## config.mk

```make
export PLATFORM = sky130hd
export DESIGN_NAME = pwm_bank
export DESIGN_NICKNAME = d
export VERILOG_FILES = /design/src/rtl/pwm_bank.sv
export SDC_FILE = /design/constraint.sdc
export NUM_CORES = 1
export LEC_CHECK = 0
export ABC_AREA = 1
export BUFFER_PORTS_ARGS = -buffer_cell sky130_fd_sc_hd__buf_2
export CAP_MARGIN = 20
export CORE_MARGIN = 3
export CORE_UTILIZATION = 48
export CTS_CLUSTER_DIAMETER = 80
export DETAILED_ROUTE_END_ITERATION = 12
export PLACE_DENSITY = 0.66
export SLEW_MARGIN = 20
export SYNTH_ARGS = -nofsm -noshare
export SYNTH_HDL_FRONTEND = slang
export SYNTH_SLANG_ARGS = --single-unit
```

## constraint.sdc

```tcl
create_clock -name clk -period 2.6 [get_ports clk]
set_clock_uncertainty 0.1 [all_clocks]
set_input_delay 0.52 -clock clk [delete_from_list [all_inputs] [get_ports clk]]
set_output_delay 0.52 -clock clk [all_outputs]
set_load 0.005 [all_outputs]
```

## src/rtl/pwm_bank.sv

```systemverilog
// pwm_bank: multi-channel PWM generator sharing one prescaler and one counter.
//
// Ports:
//   clk           sole clock, all state changes on its rising edge
//   rst           synchronous active-high reset
//   enable        1 = run; 0 = hold counter at zero, outputs low, reload settings
//   mode          0 = edge-aligned, 1 = center-aligned (latched at period boundary)
//   prescale      counter advances every prescale+1 clocks
//   period        counter top value (latched at period boundary)
//   wr_en         duty write strobe
//   wr_chan       channel index for the write (out-of-range indices are ignored)
//   wr_duty       duty value to write into the channel's shadow register
//   pwm_out       registered PWM outputs, one per channel
//   period_start  one-clock pulse in the clock where the counter sits at zero
//                 after a period boundary
module pwm_bank #(
  parameter int CHANNELS = 3,
  parameter int WIDTH    = 8,
  parameter int PRE_W    = 8,
  localparam int CW      = (CHANNELS > 1) ? $clog2(CHANNELS) : 1
) (
  input  logic                clk,
  input  logic                rst,
  input  logic                enable,
  input  logic                mode,
  input  logic [PRE_W-1:0]    prescale,
  input  logic [WIDTH-1:0]    period,
  input  logic                wr_en,
  input  logic [CW-1:0]       wr_chan,
  input  logic [WIDTH-1:0]    wr_duty,
  output logic [CHANNELS-1:0] pwm_out,
  output logic                period_start
);

  localparam logic [CW:0]      CH_LIM = (CW + 1)'(CHANNELS);
  localparam logic [WIDTH-1:0] ONE    = WIDTH'(1);

  logic [PRE_W-1:0]    pre_cnt_reg;
  logic [PRE_W-1:0]    pre_cnt_next;
  logic [WIDTH-1:0]    cnt_reg;
  logic [WIDTH-1:0]    cnt_next;
  logic                dir_reg;       // 0 = counting up, 1 = counting down
  logic                dir_next;
  logic [WIDTH-1:0]    period_act_reg;
  logic                mode_act_reg;
  logic [WIDTH-1:0]    shadow_reg [CHANNELS];
  logic [WIDTH-1:0]    active_reg [CHANNELS];
  logic [CHANNELS-1:0] pwm_reg;
  logic [CHANNELS-1:0] pwm_next;
  logic                period_start_reg;
  logic                tick;
  logic                boundary;
  logic                going_down;
  logic                wr_ok;

  assign pwm_out      = pwm_reg;
  assign period_start = period_start_reg;
  assign wr_ok        = wr_en && ({1'b0, wr_chan} < CH_LIM);

  // '>=' rather than '==' so a prescale lowered below the running count
  // still produces a tick instead of wrapping through the full range.
  assign tick         = (pre_cnt_reg >= prescale);
  assign pre_cnt_next = tick ? '0 : pre_cnt_reg + 1'b1;

  // Center mode turns around at the top in the same tick that reaches it;
  // the '>=' also pulls a stale count back inside the period.
  assign going_down   = dir_reg || (cnt_reg >= period_act_reg);

  always_comb begin
    cnt_next = cnt_reg;
    dir_next = dir_reg;
    boundary = 1'b0;
    if (tick) begin
      if (period_act_reg == '0) begin
        cnt_next = '0;
        dir_next = 1'b0;
        boundary = 1'b1;
      end else if (!mode_act_reg) begin
        if (cnt_reg >= period_act_reg) begin
          cnt_next = '0;
          boundary = 1'b1;
        end else begin
          cnt_next = cnt_reg + ONE;
        end
      end else if (going_down) begin
        // Reaching zero on the way down ends the period; the counter then
        // heads straight back up without dwelling at zero.
        if (cnt_reg <= ONE) begin
          cnt_next = '0;
          dir_next = 1'b0;
          boundary = 1'b1;
        end else begin
          cnt_next = cnt_reg - ONE;
          dir_next = 1'b1;
        end
      end else begin
        cnt_next = cnt_reg + ONE;
      end
    end
  end

  // Per-channel compare against the counter value before this edge.
  generate
    for (genvar gi = 0; gi < CHANNELS; gi++) begin : g_cmp
      assign pwm_next[gi] = (cnt_reg < active_reg[gi]);
    end
  endgenerate

  always_ff @(posedge clk) begin
    if (rst) begin
      pre_cnt_reg      <= '0;
      cnt_reg          <= '0;
      dir_reg          <= 1'b0;
      period_act_reg   <= '0;
      mode_act_reg     <= 1'b0;
      pwm_reg          <= '0;
      period_start_reg <= 1'b0;
      for (int i = 0; i < CHANNELS; i++) begin
        shadow_reg[i] <= '0;
        active_reg[i] <= '0;
      end
    end else begin
      // Shadow writes are accepted whether or not the bank is running.
      // Active registers below sample the pre-write shadow contents.
      if (wr_ok) begin
        shadow_reg[wr_chan] <= wr_duty;
      end

      if (!enable) begin
        pre_cnt_reg      <= '0;
        cnt_reg          <= '0;
        dir_reg          <= 1'b0;
        pwm_reg          <= '0;
        period_start_reg <= 1'b0;
        period_act_reg   <= period;
        mode_act_reg     <= mode;
        for (int i = 0; i < CHANNELS; i++) begin
          active_reg[i] <= shadow_reg[i];
        end
      end else begin
        pre_cnt_reg      <= pre_cnt_next;
        cnt_reg          <= cnt_next;
        dir_reg          <= dir_next;
        pwm_reg          <= pwm_next;
        period_start_reg <= boundary;
        if (boundary) begin
          period_act_reg <= period;
          mode_act_reg   <= mode;
          for (int i = 0; i < CHANNELS; i++) begin
            active_reg[i] <= shadow_reg[i];
          end
        end
      end
    end
  end

endmodule

```

==> results of run 1 <==
## layer usage
metal / vias up / global-route usage / wire [um] / part of all wire
met5: - / 0 / 0 / 0
met4: 0 / 0.0879 / 270 / 0.031
met3: 24 / 0.0289 / 291 / 0.033
met2: 62 / 0.309 / 4300 / 0.49
met1: 1466 / 0.227 / 3910 / 0.45
li1: 1752 / - / - / -
## power by group
| group | leakage, nW | switching [mW] | internal, mW | total (mW) |
|---|---|---|---|---|
| clock network | 0.112 | 0.459 | 0.544 | 1.00 |
| logic | 1.58 | 0.177 | 0.105 | 0.282 |
| registers | 0.742 | 0.0213 | 1.39 | 1.41 |
| total | 2.43 | 0.657 | 2.03 | 2.69 |
## cell usage after synthesis (all sizes together)
| master | instances | area [sq um] |
|---|---|---|
| nand4 | 7 | 43.8 |
| dfxtp | 30 | 601 |
| xnor2 | 1 | 8.76 |
| nand3b | 1 | 7.51 |
| nand2 | 116 | 483 |
| inv | 88 | 330 |
| a21boi | 2 | 15.0 |
| clkinv | 2 | 8.75 |
| a21o | 1 | 7.51 |
| o21a | 2 | 15.0 |
| buf | 7 | 70.1 |
| a21oi | 32 | 183 |
| clkbuf | 3 | 11.3 |
| or2 | 3 | 18.8 |
| xor2 | 7 | 61.3 |
| o211ai | 2 | 15.0 |
| a211oi | 2 | 15.0 |
| ha | 41 | 513 |
| edfxtp | 48 | 1440 |
| nor3 | 5 | 25.0 |
| nor2 | 71 | 288 |
| o21ai | 17 | 85.1 |
| nand3 | 27 | 158 |
## cell type report
class                      instances  area [sq um]  area share
multi-input combinational        337          1940       0.391
sequential                        78          2040       0.411
tap                              108           135      0.0272
inverter                          90           339      0.0683
clock buffer                       9           124      0.0249
timing repair buffer              48           288      0.0580
clock inverter                     7          95.1      0.0192
## metrics by stage
stage / util / std cells / instance area, sq um / total power, mW / hold slack (ns)
finish: 0.564 / 677 / 4960 / 2.69 / 0.351
global route: 0.564 / 677 / 4960 / 2.81 / 0.379
CTS: 0.564 / 677 / 4960 / 2.71 / 0.347
detailed placement: 0.539 / 661 / 4750 / 1.72 / 0.384
global placement: 0.539 / 661 / 4750 / 1.71 / 0.366
floorplan: - / 515 / 4400 / 1.63 / 0.341
## worst max-delay path: stages (launching register included)
cell and delay (ns):
sky130_fd_sc_hd__dfxtp_1 0.40, sky130_fd_sc_hd__ha_1 0.34, sky130_fd_sc_hd__nand2_1 0.06, sky130_fd_sc_hd__nand3_1 0.07, sky130_fd_sc_hd__nand2_1 0.06, sky130_fd_sc_hd__nand2_1 0.06, sky130_fd_sc_hd__nand2_1 0.06, sky130_fd_sc_hd__nand3_1 0.15
sky130_fd_sc_hd__nand3_4 0.11, sky130_fd_sc_hd__nand2_4 0.11, sky130_fd_sc_hd__nand2_4 0.06, sky130_fd_sc_hd__nand2_4 0.36
## logic make-up (layout without fill, tap and decap cells)
group / after synthesis / count (layout) / synth area share
AO/OA/AOI/OAI: 58 / 58 / 0.0761
AND/OR/NAND/NOR: 230 / 230 / 0.232
adder cells (fa/ha/maj): 41 / 41 / 0.116
buffers and inverters: 100 / 154 / 0.0955
flip-flops: 78 / 78 / 0.464
XOR/XNOR: 8 / 8 / 0.0159
## placed cells by master, fill, tap and decap left out, types with 2 or more instances in the layout
cell type                   instances
sky130_fd_sc_hd__clkinv_1           2
sky130_fd_sc_hd__clkinv_2           2
sky130_fd_sc_hd__or2_2              3
sky130_fd_sc_hd__o21ai_0           16
sky130_fd_sc_hd__o211ai_1           2
sky130_fd_sc_hd__a21oi_4            2
sky130_fd_sc_hd__nand3_1           24
sky130_fd_sc_hd__o21a_1             2
sky130_fd_sc_hd__nand2_4            3
sky130_fd_sc_hd__nand2_2           10
sky130_fd_sc_hd__bufinv_16          2
sky130_fd_sc_hd__dfxtp_1           30
sky130_fd_sc_hd__nor2_1            68
sky130_fd_sc_hd__buf_4             13
sky130_fd_sc_hd__inv_6              2
sky130_fd_sc_hd__inv_1             86
sky130_fd_sc_hd__a21boi_0           2
sky130_fd_sc_hd__nor2_2             2
sky130_fd_sc_hd__nand2_1          103
sky130_fd_sc_hd__nand4_1            7
sky130_fd_sc_hd__inv_2              2
sky130_fd_sc_hd__clkbuf_8           9
sky130_fd_sc_hd__a211oi_1           2
sky130_fd_sc_hd__ha_1              41
sky130_fd_sc_hd__buf_2             34
sky130_fd_sc_hd__a21oi_1           30
sky130_fd_sc_hd__nor3_1             5
sky130_fd_sc_hd__nand3_2            2
sky130_fd_sc_hd__xor2_1             7
sky130_fd_sc_hd__edfxtp_1          48
## worst paths after layout
check | slack, ns | startpoint | to | cells past startpoint
setup / recovery | 0.31 | cnt_reg[1] | active_reg[0][16] | 11
hold / removal | 0.35 | period[6] | period_act_reg[6] | 5
setup reg to reg | 0.31 | cnt_reg[1] | active_reg[0][16] | 11
hold reg to reg | 0.38 | pre_cnt_reg[7] | pre_cnt_reg[7] | 2
==> flow_summary.ini, run 1 <==
[detailed_routing]
antenna_left = 0
finalWirelength_um = 8780
wl_per_cell_um = 13.0
count_of_vias_placed_by_the_detailed_router = 3304
drt-pass1-iter-count = 4
drtIter0Drc = 108
remaining_drc_errors = 0
routed_vias_inst = 4.88

[place]
dp_slack_ns = 0.206
portBuffers = 34
dp_hpwl_um = 6600
placer_s_final_routability_congestion_estimate = 0.883

[synth]
ys_seq_elements = 78
yosys.cell_types.count = 35
synth.yosys.seq_area_share = 0.464
per_instance_average_area_after_synthesis_sq_um = 8.55
synth.yosys.warnings = 0
synth_nets = 587
netlist_instances = 515
netlist_area_sq_um = 4400

[global_route]
largest_net_degree_at_the_start_of_global_routing = 35
first_global_vias = 3104
grt_pass1_wl_um = 14600
overall_routing_resource_usage = 0.182
antenna_found_initial = 0
grt-ovfl-total = 0

[clock_tree]
cts_setup_buffers = 0
tritoncts_num_sinks = 78
cts_buffers = 9
htreeDepth = 3
post_cts_resized = 0
clock_pin_slew_on_the_worst_setup_and_hold_paths_ns = 0.09
clk-insertion-delay-late_ns = 0.35
cts_buffer_depth = 2
cts_hold_repair.buffers = 0
tritoncts = built
root_buffer = sky130_fd_sc_hd__clkbuf_8

[critical_path]
critPathMaxFanout = 34
path_class = flip-flop to flip-flop
start_kind = flip-flop
critical_path_required_ns = 2.49
endpoint_kind = flip-flop
critPathArrivalTime_ns = 2.19

[final_layout]
number_of_filler_cells_placed_in_the_layout = 791
design.final.nets = 636
drive_gt1_frac = 0.158
num_antenna_cells = 0
synthToLayoutAreaGrowth_pct = 12.7

[pwr]
power.static_leakage_nw = 2.43
worst_voltage_drop_across_the_vdd_grid_uv = 298
cellPowerDensity_nw_per_um2 = 542

[floorplan]
die_height_um = 102
std_cell_rows = 34
fp.coreArea_sq_um = 8810
die_area_sq_um = 10400
die_w_um = 102
io_pins = 35
start_util = 0.500

[timing]
grt_setup_unrepaired = no
fin_ws_ns = 0.308
timing.setup.tns_ns = 0
period_needed_ns = 2.29
timing_hold_violations_final = 0
maxClockFrequency_mhz = 436
timing_max_transition_violations_final = 0
final.period_utilization = 0.882
timing.slew.headroom = 0.686
tightestPinTransition_ns = 0.470
setup_viol = 0

[run_status]
run_status = completed

[flow_run]
drv_cap = 0

[hold_path]
worstHoldPathType = input port to flip-flop
No activity file was read; power rests on OpenSTA's default activity.
==> run 2: changes to the inputs <==
--- a/config.mk
+++ b/config.mk
@@ -5,7 +5,6 @@
 export SDC_FILE = /design/constraint.sdc
 export NUM_CORES = 1
 export LEC_CHECK = 0
-export ABC_AREA = 1
 export BUFFER_PORTS_ARGS = -buffer_cell sky130_fd_sc_hd__buf_2
 export CAP_MARGIN = 20
 export CORE_MARGIN = 3
@@ -13,7 +12,6 @@
 export CTS_CLUSTER_DIAMETER = 80
 export DETAILED_ROUTE_END_ITERATION = 12
 export PLACE_DENSITY = 0.66
-export SLEW_MARGIN = 20
 export SYNTH_ARGS = -nofsm -noshare
 export SYNTH_HDL_FRONTEND = slang
 export SYNTH_SLANG_ARGS = --single-unit
==> run 2 against run 1 <==
Effect of this change: die area down 3.1%; clock power down 14%; first-iteration DRC count up 16%; setup slack worse by 0.28 ns; largest power group unchanged.
==> flow_summary.ini, run 2 <==
[floorplan]
die_w_um = 100
std_cell_rows = 33
start_util = 0.506
die_height_um = 100
fp.coreArea_sq_um = 8420
die_area_sq_um = 10000
io_pins = 35

[critical_path]
critPathMaxFanout = 6
critPathArrivalTime_ns = 2.77
rr_startpoint = period_act_reg[4]
critical_path_required_ns = 2.80
cp-startpoint = period_act_reg[4]
start_kind = flip-flop
path_class = flip-flop to flip-flop
reg2reg_slack_ns = 0.03
endpoint_kind = flip-flop

[timing]
setup_viol = 0
maxClockFrequency_mhz = 389
period_needed_ns = 2.57
fin_ws_ns = 0.0311
timing_hold_violations_final = 0
timing.setup.tns_ns = 0
tightestPinTransition_ns = 0.713
final.period_utilization = 0.988
timing_max_transition_violations_final = 0
timing.slew.headroom = 0.524

[global_route]
grt-ovfl-total = 0
first_global_vias = 3102
antenna_found_initial = 0
grt_pass1_wl_um = 14200
overall_routing_resource_usage = 0.183
largest_net_degree_at_the_start_of_global_routing = 25

[synth]
synthMostInstantiatedCell = sky130_fd_sc_hd__and2_1
yosys.cell_types.count = 51
post-synth-top-area-cell = sky130_fd_sc_hd__edfxtp_1
synth_nets = 471
synth.yosys.seq_area_share = 0.479
synth.yosys.warnings = 0
synthTopCellsByCount = sky130_fd_sc_hd__and2_1, sky130_fd_sc_hd__edfxtp_1, sky130_fd_sc_hd__inv_1, sky130_fd_sc_hd__ha_1, sky130_fd_sc_hd__dfxtp_1
synth_ff_type = sky130_fd_sc_hd__edfxtp_1
synth.area.top_cells = sky130_fd_sc_hd__edfxtp_1, sky130_fd_sc_hd__dfxtp_1, sky130_fd_sc_hd__ha_1, sky130_fd_sc_hd__and2_1, sky130_fd_sc_hd__inv_1
ys_seq_elements = 78
per_instance_average_area_after_synthesis_sq_um = 10.7
synth-async-reset-ratio = 0
netlist_area_sq_um = 4260
netlist_instances = 399
synth-edff-count = 48
synth_top_area_share = 0.338

[place]
dp_slack_ns = -0.0187
dpl_cell_area_sq_um = 4770
placer_s_final_routability_congestion_estimate = 0.852
place_inst = 554
dp_hpwl_um = 6470
portBuffers = 34

[final_layout]
post-route-cell-area_sq_um = 5100
num_antenna_cells = 0
design.final.nets = 537
number_of_filler_cells_placed_in_the_layout = 727
synthToLayoutAreaGrowth_pct = 19.7
layout.area.seq_sq_um = 2050
drive_gt1_frac = 0.255
layout_commonest_cell = sky130_fd_sc_hd__edfxtp_1
finish.cell_count_without_fillers = 575
multiInputGateArea_sq_um = 2100
layout_common_cells = sky130_fd_sc_hd__edfxtp_1, sky130_fd_sc_hd__and2_1, sky130_fd_sc_hd__inv_1

[pwr]
p_sw_mw = 0.675
power.switching_fraction = 0.264
power.clock.fraction = 0.336
combinational_share_of_power = 0.115
power.static_leakage_nw = 2.31
total_power_mw = 2.56
cellPowerDensity_nw_per_um2 = 501
worst_voltage_drop_across_the_vdd_grid_uv = 274
seq_power_share = 0.548
internal-power_mw = 1.88

[clock_tree]
htreeDepth = 3
clk-insertion-delay-late_ns = 0.36
tritoncts = built
clock_pin_slew_on_the_worst_setup_and_hold_paths_ns = 0.09
root_buffer = sky130_fd_sc_hd__clkbuf_8
cts_hold_repair.buffers = 0
cts_buffers = 9
tritoncts_num_sinks = 78
cts_buffer_depth = 2

[hold_path]
holdCritStartpoint = period[5]
worstHoldPathType = input port to flip-flop

[detailed_routing]
count_of_vias_placed_by_the_detailed_router = 3075
wl_per_cell_um = 15.3
remaining_drc_errors = 0
finalWirelength_um = 8780
drtIter0Drc = 125
drt-pass1-iter-count = 4
antenna_left = 0
routed_vias_inst = 5.35

[flow_run]
drv_cap = 0

[run_status]
run_status = completed
[run 2: critical path, stage by stage (launching register included)]
cell and delay, ns:
sky130_fd_sc_hd__dfxtp_2 0.34, sky130_fd_sc_hd__inv_1 0.04, sky130_fd_sc_hd__ha_1 0.30, sky130_fd_sc_hd__a21o_1 0.20
sky130_fd_sc_hd__a221o_1 0.37, sky130_fd_sc_hd__a221oi_4 0.35, sky130_fd_sc_hd__buf_4 0.19, sky130_fd_sc_hd__clkbuf_16 0.13
sky130_fd_sc_hd__buf_4 0.10, sky130_fd_sc_hd__and3b_1 0.15, sky130_fd_sc_hd__a211o_1 0.11, sky130_fd_sc_hd__a32o_2 0.13
[run 2: cell families after synthesis]
kind of cell	share of synthesized area
adder cells (fa/ha/maj)	0.120
AO/OA/AOI/OAI	0.108
flip-flops	0.479
XOR/XNOR	0.0144
AND/OR/NAND/NOR	0.192
buffers and inverters	0.0528
multiplexers	0.0332
[run 2: layer usage]
metal	GRT usage	routed length, um	vias up	part of all wire
met1	0.198	3540	1441	0.40
met5	0	0	-	0
li1	-	-	1550	-
met2	0.338	4730	64	0.54
met3	0.0278	252	20	0.029
met4	0.0995	257	0	0.029
[run 2: path summary, 6_finish.rpt]
kind                            cells past startpoint                end
worst max register to register                     11         cnt_reg[2]
worst min register to register                      1  active_reg[0][20]
worst min-delay path                                3  period_act_reg[5]
worst max-delay path                               11         cnt_reg[2]
[run 2: final cells by class]
class | count | share of cell area
Multi-Input combinational cell | 266 | 0.411
Tap cell | 105 | 0.0258
Timing Repair Buffer | 67 | 0.0935
Sequential cell | 78 | 0.402
Clock buffer | 9 | 0.0243
Inverter | 43 | 0.0316
Clock inverter | 7 | 0.0115
[run 2: timing repair]
item                                   in CTS  in global routing
endpoints found under the hold margin       0                  0
gates resized for setup                     0                 22
setup endpoints to repair                   0                  5
setup buffers                               0                  4
[run 2: power by group through the flow]
| stage | Combinational [mW] | Clock, mW | Sequential, mW |
|---|---|---|---|
| 6_report | 0.295 | 0.860 | 1.40 |
| 3_5_place_dp | 0.277 | 0 | 1.43 |
| 2_1_floorplan | 0.173 | 0 | 1.43 |
| 5_1_grt | 0.328 | 0.927 | 1.41 |
| 3_3_place_gp | 0.267 | 0 | 1.43 |
| 4_1_cts | 0.279 | 0.878 | 1.40 |
[run 2: per-stage QoR]
step                hold WS [ns]  utilization
finish                     0.292        0.605
global route               0.316        0.605
CTS                        0.291        0.588
detailed placement         0.405        0.566
global placement           0.401        0.566
floorplan                  0.348            -
